### src/rtl/config_sequencer.sv
// Configuration bitstream loader: header word, N (addr, data) payload words and an
// XOR checksum word; each payload word is replayed onto the tile config bus.
module config_sequencer #(
    parameter int HOLD_CYCLES = 2,
    parameter int MAX_WORDS   = 1024,
    parameter int CNT_WIDTH   = 16
) (
    input  logic                 clk,
    input  logic                 reset,
    input  logic                 i_start,
    input  logic                 i_in_valid,
    output logic                 o_in_ready,
    input  logic [31:0]          i_in_addr,
    input  logic [31:0]          i_in_data,
    output logic [31:0]          o_config_addr,
    output logic [31:0]          o_config_data,
    output logic                 o_config_write,
    output logic                 o_busy,
    output logic                 o_done,
    output logic                 o_error,
    output logic [CNT_WIDTH-1:0] o_words_loaded
);

    localparam int                   HOLD_W    = $clog2(HOLD_CYCLES + 1);
    localparam logic [HOLD_W-1:0]    HOLD_LOAD = HOLD_W'(HOLD_CYCLES - 1);
    localparam logic [CNT_WIDTH-1:0] MAX_N     = CNT_WIDTH'(MAX_WORDS);
    localparam logic [CNT_WIDTH-1:0] CNT_SAT   = '1;

    typedef enum logic [2:0] {
        S_IDLE,
        S_HEADER,
        S_ACCEPT,
        S_HOLD,
        S_CHECK,
        S_DONE
    } state_t;

    state_t               r_state;
    state_t               w_next;
    logic [CNT_WIDTH-1:0] r_remaining;
    logic [HOLD_W-1:0]    r_hold_cnt;
    logic [31:0]          r_checksum;
    logic [31:0]          r_config_addr;
    logic [31:0]          r_config_data;
    logic                 r_config_write;
    logic                 r_busy;
    logic                 r_done;
    logic                 r_error;
    logic [CNT_WIDTH-1:0] r_words_loaded;

    logic                 w_take;
    logic [CNT_WIDTH-1:0] w_hdr_n;
    logic                 w_hdr_bad;
    logic                 w_start_load;
    logic                 w_hold_last;

    // in_ready is decoded straight from state so the producer sees it in the same
    // cycle the state changes; every other output comes from a register.
    assign o_in_ready   = (r_state == S_HEADER) || (r_state == S_ACCEPT) || (r_state == S_CHECK);
    assign w_take       = i_in_valid && o_in_ready;
    assign w_hdr_n      = i_in_data[CNT_WIDTH-1:0];
    assign w_hdr_bad    = (w_hdr_n > MAX_N);
    assign w_start_load = i_start && ((r_state == S_IDLE) || (r_state == S_DONE));
    assign w_hold_last  = (r_hold_cnt == '0);

    always_ff @(posedge clk) begin
        if (reset) begin
            r_state <= S_IDLE;
        end else begin
            // NOTE: sequential state uses non-blocking assignments so every register
            // samples pre-edge values regardless of block ordering.
            r_state <= w_next;
        end
    end

    always_comb begin
        // NOTE: default first; without it a path that skips the assignment infers a latch.
        w_next = r_state;
        case (r_state)
            S_IDLE:   if (i_start) w_next = S_HEADER;
            S_HEADER: begin
                if (w_take) begin
                    if (w_hdr_bad)           w_next = S_DONE;
                    else if (w_hdr_n == '0)  w_next = S_CHECK;
                    else                     w_next = S_ACCEPT;
                end
            end
            S_ACCEPT: if (w_take) w_next = S_HOLD;
            S_HOLD: begin
                if (w_hold_last)
                    w_next = (r_remaining == CNT_WIDTH'(1)) ? S_CHECK : S_ACCEPT;
            end
            S_CHECK:  if (w_take) w_next = S_DONE;
            S_DONE:   if (i_start) w_next = S_HEADER;
            default:  w_next = S_IDLE;
        endcase
    end

    always_ff @(posedge clk) begin
        if (reset) begin
            r_remaining    <= '0;
            r_hold_cnt     <= '0;
            r_checksum     <= '0;
            r_config_addr  <= '0;
            r_config_data  <= '0;
            r_config_write <= 1'b0;
            r_busy         <= 1'b0;
            r_done         <= 1'b0;
            r_error        <= 1'b0;
            r_words_loaded <= '0;
        end else begin
            // busy/done are registered from the next state so they line up with r_state.
            r_busy <= (w_next == S_HEADER) || (w_next == S_ACCEPT) ||
                      (w_next == S_HOLD)   || (w_next == S_CHECK);
            r_done <= (w_next == S_DONE);

            if (w_start_load) begin
                r_error        <= 1'b0;
                r_words_loaded <= '0;
                r_checksum     <= '0;
            end

            case (r_state)
                S_HEADER: begin
                    if (w_take) begin
                        r_remaining <= w_hdr_n;
                        if (w_hdr_bad) r_error <= 1'b1;
                    end
                end
                S_ACCEPT: begin
                    if (w_take) begin
                        r_config_addr  <= i_in_addr;
                        r_config_data  <= i_in_data;
                        r_checksum     <= r_checksum ^ i_in_data;
                        r_config_write <= 1'b1;
                        r_hold_cnt     <= HOLD_LOAD;
                    end
                end
                S_HOLD: begin
                    if (w_hold_last) begin
                        r_config_write <= 1'b0;
                        r_remaining    <= r_remaining - CNT_WIDTH'(1);
                        if (r_words_loaded != CNT_SAT)
                            r_words_loaded <= r_words_loaded + CNT_WIDTH'(1);
                    end else begin
                        r_hold_cnt <= r_hold_cnt - HOLD_W'(1);
                    end
                end
                S_CHECK: begin
                    if (w_take) r_error <= (i_in_data != r_checksum);
                end
                default: ;
            endcase
        end
    end

    assign o_config_addr  = r_config_addr;
    assign o_config_data  = r_config_data;
    assign o_config_write = r_config_write;
    assign o_busy         = r_busy;
    assign o_done         = r_done;
    assign o_error        = r_error;
    assign o_words_loaded = r_words_loaded;

endmodule

### config.mk
export PLATFORM = sky130hd
export DESIGN_NAME = config_sequencer
export DESIGN_NICKNAME = d
export VERILOG_FILES = /design/src/rtl/config_sequencer.sv
export SDC_FILE = /design/constraint.sdc
export NUM_CORES = 1
export LEC_CHECK = 0
export ABC_AREA = 1
export CAP_MARGIN = 10
export CORE_ASPECT_RATIO = 1.4
export CORE_MARGIN = 4
export CORE_UTILIZATION = 25
export DETAILED_ROUTE_END_ITERATION = 10
export MAX_ROUTING_LAYER = met4
export SETUP_SLACK_MARGIN = 0.2
export SYNTH_ARGS = -nofsm -noshare
export SYNTH_HDL_FRONTEND = slang
export SYNTH_SLANG_ARGS = --single-unit
### constraint.sdc
create_clock -name clk -period 4.7 [get_ports clk]
set_input_delay 1.41 -clock clk [delete_from_list [all_inputs] [get_ports clk]]
set_output_delay 1.41 -clock clk [all_outputs]
set_load 0.01 [all_outputs]
After elaboration in Yosys (flattened, before gate mapping)
Cells that the tools add are included.
W data, S select, Z words.
{"block": "op_classes", "eq_ne": 17, "n_bitwise": 1, "muxes": 30, "n_reduce_logical": 18, "add_sub_neg": 3, "magnitude_cmp": 1}
{"operator": "$mux W16", "count": 6}
{"operator": "$mux W32", "count": 3}
{"operator": "$ne A32 B32 Y1", "count": 1}
{"operator": "$pmux W16 S2", "count": 1}
{"operator": "$xor A32 B32 Y32", "count": 1}
{"operator": "$mux W3", "count": 8}
{"operator": "$add A16 B1 Y16 const B", "count": 1}
{"operator": "$eq A16 B1 Y1 const B", "count": 1}
{"operator": "$gt A16 B11 Y1 const B", "count": 1}
{"operator": "$logic_not A16 Y1", "count": 1}
{"operator": "$ne A16 B16 Y1 const B", "count": 1}
{"operator": "$sub A16 B1 Y16 const B", "count": 1}
{"operator": "$pmux W3 S5", "count": 1}
{"operator": "$eq A3 B2 Y1 const B", "count": 4}
{"operator": "$eq A3 B3 Y1 const B", "count": 4}
{"operator": "$reduce_and A3 Y1", "count": 3}
{"operator": "$ne A2 B2 Y1 const B", "count": 4}
{"operator": "$eq A3 B1 Y1 const B", "count": 2}
{"operator": "$logic_or A1 B1 Y1", "count": 6}
{"operator": "$mux W1", "count": 6}
{"operator": "$mux W2", "count": 2}
{"operator": "$pmux W1 S2", "count": 2}
{"operator": "$pmux W2 S2", "count": 1}
{"operator": "$reduce_bool A2 Y1", "count": 2}
{"operator": "other kinds (6)", "count": 7}
{"block": "totals", "input_bits": 68, "regBits": 137}

Depth between registers and ports, before layout
{"block": "logic_depth", "ltp_word": 10, "mapped_depth": 13}

Worst setup path after synthesis
No wires, ideal clock.
{"block": "synth_path", "path_kind": "input to register", "from": "in reset", "to": "reg r_config_addr[27], in the netlist o_config_addr[27]", "slack_ns": 2.229, "t_arrival_ns": 2.407, "n_path_buf": 3, "setup_ns": 0.065, "path_stages": 6, "path_cell_list": "clkbuf_1 > inv_1 > clkbuf_1 > clkbuf_1 > o21ai_0 > nor2_1"}
{"element": "start: declaration", "line_no": "9", "rtl": "input logic reset,"}
{"element": "end signal: assignment", "line_no": "132", "rtl": "r_config_addr <= i_in_addr;"}
{"element": "end: declaration", "line_no": "43", "rtl": "logic [31:0] r_config_addr;"}

Final worst setup path
{"block": "layout_path", "from": "reg r_state[0]", "to": "out o_in_ready"}
{"block": "layout_between", "elab_chain_cells": 3, "word_cells_on_any_way": 5, "cone_classes": "eq/ne: 3; reduce/logical: 2"}
{"element": "start: declaration", "line_no": "38", "rtl": "state_t r_state;"}
{"element": "start signal: assignment", "line_no": "72", "rtl": "r_state <= w_next;"}
{"element": "$eq A3 B1 Y1 / $eq A3 B2 Y1 (equally long branches)", "line_no": "59", "rtl": "assign o_in_ready = (r_state == S_HEADER) || (r_state == S_ACCEPT) || (r_state == S_CHECK);"}
{"element": "$logic_or A1 B1 Y1", "line_no": "59"}
{"element": "$logic_or A1 B1 Y1 *", "line_no": "59"}
{"element": "end: declaration", "line_no": "12", "rtl": "output logic o_in_ready,"}
Mark *: on every way between the ends. The rest lies on a longest branch, timed or not.

==> qor.txt <==
Final #Nets - 1059
Gr ovfl total - 0
Drt pass-1 iters - 5
Post_cts resized - 0
Wire length on met1 - 8210 um
Peak supply drop - 0.232 mV
Via density - 4.56
Die area - 0.0272 mm^2
Initial Util - 0.255
Crit path arrival time - 1780 ps
Post-synth EDFFs - 0
Fmax - 313 MHz
PwrDens - 373 mW/mm^2
CTS tree - yes
Setup bufs post-CTS - 0
DRC viols - 0
Fin. max-slew vios - 0
Ys flop type - dfxtp_1
Detail Route Antenna Nets - 0
DP HPWL - 12800 um
Crit share post-route - 0.680
CTS Root Cell - clkbuf_16
CTS Sinks - 137
DRT iter0 DRCs - 396
Vias in the first global route - 5805
Setup Skew - 14.5 ps
Netlist cell types - 39
Num CTS Buffers - 17
Core Rows - 67
Post-Route Setup TNS - 0 ps
CTS Buffer Depth - 2
Critical path capture point type - primary output
Cells after Synth - 854
Most frequent cells in the layout - nor2_1, clkdlybuf4s50_1, dfxtp_1
Power Total - 3.17 mW
Synth warnings - 0
# diodes - 0
Met3 Wirelength - 828 um
Final RePlAce weighted congestion - 0.800
Syn Std Cell Area - 0.00614 mm^2
Layout cells sized above 1 - 0.0610
R2R setup slack - 2010 ps
Clock latency on the worst-skew pair - 430 ps
Crit Path Category - reg2out
Async SR Flop Fraction - 0
Setup-failing EPs final - 0
Placed Instances - 1278
Endpoints failing hold - 0
Worst Tran Pin Value - 867 ps
Port bufs - 152
Utilization after layout - 0.354
Worst setup SP type - register
Commonest non-fill, non-tap cell in the layout - nor2_1
Initial antenna violation count - 0
Clk slew on worst S/H paths - 60 ps
Die W - 141 um
FF+latch count, synth - 137
Status - finished clean
Die H - 194 um
Core Region - 0.0241 mm^2
Minimum clock period - 3190 ps
DR WL met2 - 8980 um
Critical Path Fanout Max - 5
First-pass GRT wire length - 30000 um
Largest net degree at the start of global routing - 70
Hold buffers post-CTS - 0
H-Tree Depth - 4
RSZ-0062 raised after global routing - no
Global-route usage over all layers - 0.139
Post-DR wirelength/cell - 14.0 um
Worst Hold Class - reg2reg
Post-synth net total - 926
Vias - 5973
Required time of the worst setup path - 3290 ps
Sequential share of the synthesized area - 0.446
Num ports - 153
Uppermost routed layer - met4
Leakage - 3.25 nW
Max-Cap Viols - 0
Layout Cells excl Fill - 1310
P&R area growth vs syn - 38.5%
Syn Area/Cell - 7.20 um^2
Relative slew slack - 0.421
WL final - 18300 um
## registers in the layout, summed over array words and instances, names as in the netlist
register	cells
o_busy	1
o_config_addr	32
o_config_data	32
o_config_write	1
o_done	1
o_error	1
o_words_loaded	16
r_checksum	32
r_hold_cnt	2
r_remaining	16
r_state	3
## report_power, final
part	switching, mW	internal (mW)	total [mW]
logic	0.350	0.250	0.600
registers	0.0429	1.23	1.27
clock network	0.595	0.709	1.30
## final timing paths
path                                             startpoint                          end  cells after the start
worst max-delay path                  r_state[0]$_SDFF_PP0_                   o_in_ready                      4
worst min-delay path            o_config_write$_SDFFE_PP0P_  o_config_write$_SDFFE_PP0P_                      2
worst max register to register        r_state[0]$_SDFF_PP0_  r_remaining[0]$_SDFFE_PP0P_                      9
worst min register to register  o_config_write$_SDFFE_PP0P_  o_config_write$_SDFFE_PP0P_                      2
## worst max-delay path, stage by stage (launching register included)
cell and delay (ps):
dfxtp_1 360, nor2_1 140, nand2_1 140, nand3_1 140
clkdlybuf4s50_1 590
## area by class of cell
type / count / area (um^2)
Fill cell: 2544 / 15500
Multi-Input combinational cell: 617 / 3020
Sequential cell: 137 / 2740
Timing Repair Buffer: 158 / 1570
Clock buffer: 17 / 425
Tap cell: 310 / 388
Inverter: 56 / 210
Clock inverter: 15 / 153
## synth_stat cells (3+ instances only)
master | n | area [um^2]
a31oi_1 | 4 | 25.0
nand2_1 | 111 | 417
ha_1 | 4 | 50.1
xor2_1 | 37 | 324
a21oi_1 | 71 | 355
nand4_1 | 10 | 62.6
dfxtp_1 | 137 | 2740
nand3_1 | 57 | 285
o22ai_1 | 3 | 18.8
inv_1 | 48 | 180
a211oi_1 | 6 | 45.0
nor2_2 | 7 | 43.8
clkbuf_1 | 31 | 116
nor3_1 | 5 | 25.0
o21ai_1 | 8 | 40.0
nor2_1 | 185 | 694
buf_2 | 11 | 55.1
o21ai_0 | 86 | 430
inv_2 | 7 | 26.3
## cells by family after synthesis
kind of cell | share of synthesized area
flip-flops | 0.446
XOR/XNOR | 0.0542
AND/OR/NAND/NOR | 0.264
AO/OA/AOI/OAI | 0.163
buffers and inverters | 0.0645
adder cells (fa/ha/maj) | 0.00815
## per-stage QoR
stage                     worst slack [ps]  hold WS (ps)  area [um^2]
after floorplan                       2230           444         6140
final                                 1510           462         8510
after CTS                             1490           466         8510
after global placement                1180           450         7930
after detailed placement              1180           457         7930
after global routing                  1410           491         8510
## per-layer routing
metal / vias up / GRT usage
met5: - / -
met4: 0 / 0.0427
met3: 20 / 0.0314
met2: 152 / 0.230
met1: 2736 / 0.169
li1: 3065 / -
(Power assumes the default switching activity.)
